`src/rtl/id_ex_registers.sv`:
```
// id_ex_registers: ID/EX pipeline register of the 5-stage CPU.
// Latches decoded operands, immediate, register indices and control for EX,
// detects load-use hazards against the held instruction, inserts a bubble on
// stall and freezes completely while memory is not ready.
// Optional build macro: ID_EX_BUBBLE_COUNT_EN adds the bubble_count output.
module id_ex_registers #(
    parameter int unsigned CTRL_W    = 12,
    parameter int unsigned M2REG_BIT = 1,
    parameter int unsigned WREG_BIT  = 0
) (
    input  logic              clk,
    input  logic              rst,
    input  logic              id_shouldStall,
    input  logic              mem_hold,
    input  logic [31:0]       id_pc_4,
    input  logic [31:0]       id_instruction,
    input  logic [31:0]       id_regData1,
    input  logic [31:0]       id_regData2,
    input  logic [31:0]       id_immediate,
    input  logic [4:0]        id_rs,
    input  logic [4:0]        id_rt,
    input  logic [4:0]        id_rd,
    input  logic [CTRL_W-1:0] id_ctrl,
    output logic [31:0]       ex_pc_4,
    output logic [31:0]       ex_instruction,
    output logic [31:0]       ex_regData1,
    output logic [31:0]       ex_regData2,
    output logic [31:0]       ex_immediate,
    output logic [4:0]        ex_rs,
    output logic [4:0]        ex_rt,
    output logic [4:0]        ex_rd,
    output logic [CTRL_W-1:0] ex_ctrl,
    output logic              ex_valid,
    output logic              loadUseStall
`ifdef ID_EX_BUBBLE_COUNT_EN
    ,
    output logic [31:0]       bubble_count
`endif
);

    // Control bit indices must address a real bit of the bundle.
    if (M2REG_BIT >= CTRL_W || WREG_BIT >= CTRL_W) begin : g_param_check
        $error("id_ex_registers: control bit index outside CTRL_W");
    end

    logic bubble;

    // Load-use hazard: EX holds a real load whose destination is a source of ID.
    always_comb begin
        loadUseStall = ex_valid && ex_ctrl[M2REG_BIT] && (ex_rd != 5'd0)
                       && ((ex_rd == id_rs) || (ex_rd == id_rt));
        bubble       = loadUseStall || id_shouldStall;
    end

    // Pipeline register: hold beats bubble, bubble beats normal load.
    always_ff @(posedge clk or posedge rst) begin
        if (rst) begin
            ex_pc_4        <= '0;
            ex_instruction <= '0;
            ex_regData1    <= '0;
            ex_regData2    <= '0;
            ex_immediate   <= '0;
            ex_rs          <= '0;
            ex_rt          <= '0;
            ex_rd          <= '0;
            ex_ctrl        <= '0;
            ex_valid       <= 1'b0;
        end else if (!mem_hold) begin
            if (bubble) begin
                ex_pc_4        <= '0;
                ex_instruction <= '0;
                ex_regData1    <= '0;
                ex_regData2    <= '0;
                ex_immediate   <= '0;
                ex_rs          <= '0;
                ex_rt          <= '0;
                ex_rd          <= '0;
                ex_ctrl        <= '0;
                ex_valid       <= 1'b0;
            end else begin
                ex_pc_4        <= id_pc_4;
                ex_instruction <= id_instruction;
                ex_regData1    <= id_regData1;
                ex_regData2    <= id_regData2;
                ex_immediate   <= id_immediate;
                ex_rs          <= id_rs;
                ex_rt          <= id_rt;
                ex_rd          <= id_rd;
                ex_ctrl        <= id_ctrl;
                ex_valid       <= 1'b1;
            end
        end
    end

`ifdef ID_EX_BUBBLE_COUNT_EN
    // Count bubbles that actually enter EX; wraps naturally at 2^32.
    always_ff @(posedge clk or posedge rst) begin
        if (rst) begin
            bubble_count <= '0;
        end else if (bubble && !mem_hold) begin
            bubble_count <= bubble_count + 32'd1;
        end
    end
`endif

endmodule

```
`config.mk`:
```
export PLATFORM = sky130hd
export DESIGN_NAME = id_ex_registers
export DESIGN_NICKNAME = d
export VERILOG_FILES = /design/src/rtl/id_ex_registers.sv
export SDC_FILE = /design/constraint.sdc
export NUM_CORES = 1
export LEC_CHECK = 0
export CAP_MARGIN = 30
export CORE_ASPECT_RATIO = 1.25
export CORE_MARGIN = 10
export CORE_UTILIZATION = 35
export CTS_BUF_LIST = sky130_fd_sc_hd__clkbuf_16
export DETAILED_ROUTE_END_ITERATION = 10
export GPL_ROUTABILITY_DRIVEN = 0
export PLACE_DENSITY = 0.71
export SYNTH_ARGS = -nofsm -noshare
export SYNTH_HDL_FRONTEND = slang
export SYNTH_SLANG_ARGS = --single-unit
```
`constraint.sdc`:
```
create_clock -name clk -period 7.62 [get_ports clk]
set_clock_uncertainty 0.05 [all_clocks]
set_input_delay 2.286 -clock clk [delete_from_list [all_inputs] [get_ports clk]]
set_output_delay 2.286 -clock clk [all_outputs]
set_load 0.05 [all_outputs]
```
==> impl_metrics.toml <==
[run_status]
outcome = "finished, final reports clean"

[floorplan]
initial_utilization = 0.356
rows = 64
die_h_um = 196
io_pins = 380
dieArea_sq_um = 31700
core_sq_um = 24500
die_x_um = 161

[power_and_ir_drop]
power_frac_comb = 0.381
pwr-share-seq = 0.368
total_power_mw = 3.32
power_density_nw_per_um2 = 251
p_switching_mw = 1.31
ir_worst_vdd_v = 0.000152
switching_share = 0.394
p_clk_frac = 0.251
p_int_mw = 2.01
leakagePower_nw = 4.96

[hold_path]
whs_endpoint = "ex_regData2[6]"
hold_path_depth = 2
hold_class = "flop to flop"
hold_start = "ex_regData2[6]"

[drt]
drt-initial-drc-count = 675
routed_via_density = 5.57
antenna_left = 0
wl_per_cell_um = 20.7
via_count = 8539
drt_wl_total_um = 31800
drc = 0
first_pass_iters = 5

[clock_network]
clk_pin_slew_worst_paths_ps = 60
cts_max_level = 4
clockRootBuffer = "clkbuf_16"
hold_buffers = 0
clock_latency_ps = 430
clk_path_buf_depth = 2
cts.sinks = 188
cts_resized = 0
cts_setup_buffers = 0
cts_tree = "built"
numCtsBuffers = 17

[yosys]
syn-mean-instance-area_sq_um = 9.83
synth-seq-cells = 188
yosysWarnings = 0
yosysTopAreaCell = "dfrtp_1"
synth_area_leaders = "dfrtp_1, a32oi_1, nand2_1"
synth_top_area_frac = 0.540
ys_seq_area_frac = 0.540
synth_cells = 887
yosys.cell_types.count = 22
syn_nets = 1078
netlist_area_sq_um = 8720

[timing]
hold_viol_final = 0
relSlewSlack = 0.372
setup_viol = 0
tns_ps = 0
period_minus_slack_ps = 6780
fin_crit_sh = 0.889
finalMaxSlewViolations = 0
fmax_mhz = 148
worst_pin_slew_ps = 942
rsz0062_at_grt = "false"

[layout]
finalInstanceArea_sq_um = 13200
layout.area.seq_sq_um = 4700
nNetsFinal = 1382
antenna_cells = 0
multi_input_comb_area_sq_um = 3570
area_delta_synth_final_pct = 51.6
fillers = 2227
finish.utilization = 0.539
drive_gt1_frac = 0.0349

[run]
drv_cap = 0

[worst_setup_path]
critPathBufInv = 2
critPathMaxFanout = 3
rr_worst_depth = 7
worstPathArrival_ps = 4440
max_stage_delay_ps = 870
path_cells = "clkdlybuf4s50_1 > xnor2_1 > nand3_1 > o22ai_4 > nor2b_1 > clkdlybuf4s50_1"
cp-end-kind = "output port"
crit_slowest_cell = "clkdlybuf4s50_1"
reg2reg_to = "ex_immediate[25]"
r2r_slack_ps = 4980
r2r_start = "ex_rd[4]"
crit_required_ps = 5280
worstSetupPathType = "input pin to output port"
cp-start-kind = "input pin"
cpLargestDelayFamily = "buffers and inverters"
cpMostUsedCell = "clkdlybuf4s50_1"
cp.depth = 6

[grt]
grt_usage = 0.190
antenna_found_initial = 0
grt_max_degree = 189
grt_pass1_wl_um = 49000
globalRouteOverflowTotal = 0
grt_pass1_vias = 8221

[place]
place_area_sq_um = 12700
dp_hpwl_um = 21200
io_buffers = 379
-- synth_stat cells --
master      n
o21ai_1   117
or4_4       1
o21ai_0    70
buf_1       2
buf_2       9
nor2b_1     1
nand3_1     2
nand2_1   179
clkbuf_1   80
mux2i_1     1
inv_1       2
a21oi_1     1
dfrtp_1   188
o22ai_2     1
a22oi_1    10
buf_4      13
a32oi_1   177
nor3b_1    10
o211ai_4    1
nor2_1      2
nand3b_1   10
xnor2_1    10
-- layer usage --
metal | vias to the layer above | wire length (um) | global-route usage
met2 | 366 | 15800 | 0.310
met1 | 4164 | 12800 | 0.235
met3 | 33 | 2480 | 0.0619
met5 | - | 0 | 0
li1 | 3976 | - | -
met4 | 0 | 664 | 0.0601
-- per-stage QoR --
step | setup slack (ps) | instances | hold WS, ps
3_3_place_gp | 831 | 1499 | 418
2_1_floorplan | 170 | 887 | 732
6_report | 845 | 1533 | 438
5_1_grt | 757 | 1533 | 459
3_5_place_dp | 799 | 1502 | 429
4_1_cts | 793 | 1533 | 444
-- how the worst max path moves through the flow --
stage,from,to,slack (ps)
6_report,id_rs[0],loadUseStall,840
5_1_grt,id_rs[0],loadUseStall,760
4_1_cts,id_rs[0],loadUseStall,790
3_5_place_dp,id_rs[0],loadUseStall,800
3_3_place_gp,id_rs[4],loadUseStall,830
2_1_floorplan,rst,ex_ctrl[0],170
-- power groups by stage --
stage,Sequential (mW),Clock (mW),Combinational [mW]
final,1.22,0.832,1.26
after CTS,1.22,0.857,1.28
after detailed placement,1.24,0,1.27
after global placement,1.23,0,1.26
after floorplan,1.73,0,0.271
after global routing,1.24,0.897,1.33
-- placed cells by master (no fill, tap or decap), drive strengths merged, types with 7 or more instances in the layout --
cell and instances:
clkinv 7, nor3b 10, o21ai 187, buf 11, a32oi 177, clkbuf 17
xnor2 10, dfrtp 188, nand2 179, clkdlybuf4s50 378, a22oi 10, nand3b 10
-- logic make-up (layout without fill, tap and decap cells) --
logic type,after synthesis,in the layout,synth area share
AOI/OAI and AO/OA,377,377,0.298
xor gates and xnor gates,10,10,0.0100
buffers and inverters,106,422,0.0525
DFF,188,188,0.540
muxes,1,1,0.00115
and+or+nand+nor,205,205,0.0983
-- worst min-delay path, stage by stage, from the launching register on --
cell and delay [ps]:
dfrtp_1 340, a32oi_1 50, o21ai_0 60
-- cell type report --
cell class | instances | area share
clock buffer | 17 | 0.0322
clock inverter | 14 | 0.00824
inverter | 2 | 0.000947
multi-input combinational | 593 | 0.270
sequential | 188 | 0.356
tap | 330 | 0.0312
timing repair buffer | 389 | 0.301
-- state kept, by name, indices dropped and copies added (netlist names) --
name / count
ex_immediate: 32
ex_instruction: 32
ex_pc_4: 32
ex_regData1: 32
ex_regData2: 32
ex_ctrl: 12
ex_rd: 5
ex_rs: 5
ex_rt: 5
ex_valid: 1
Note: power is estimated with default switching activity, not from simulation.
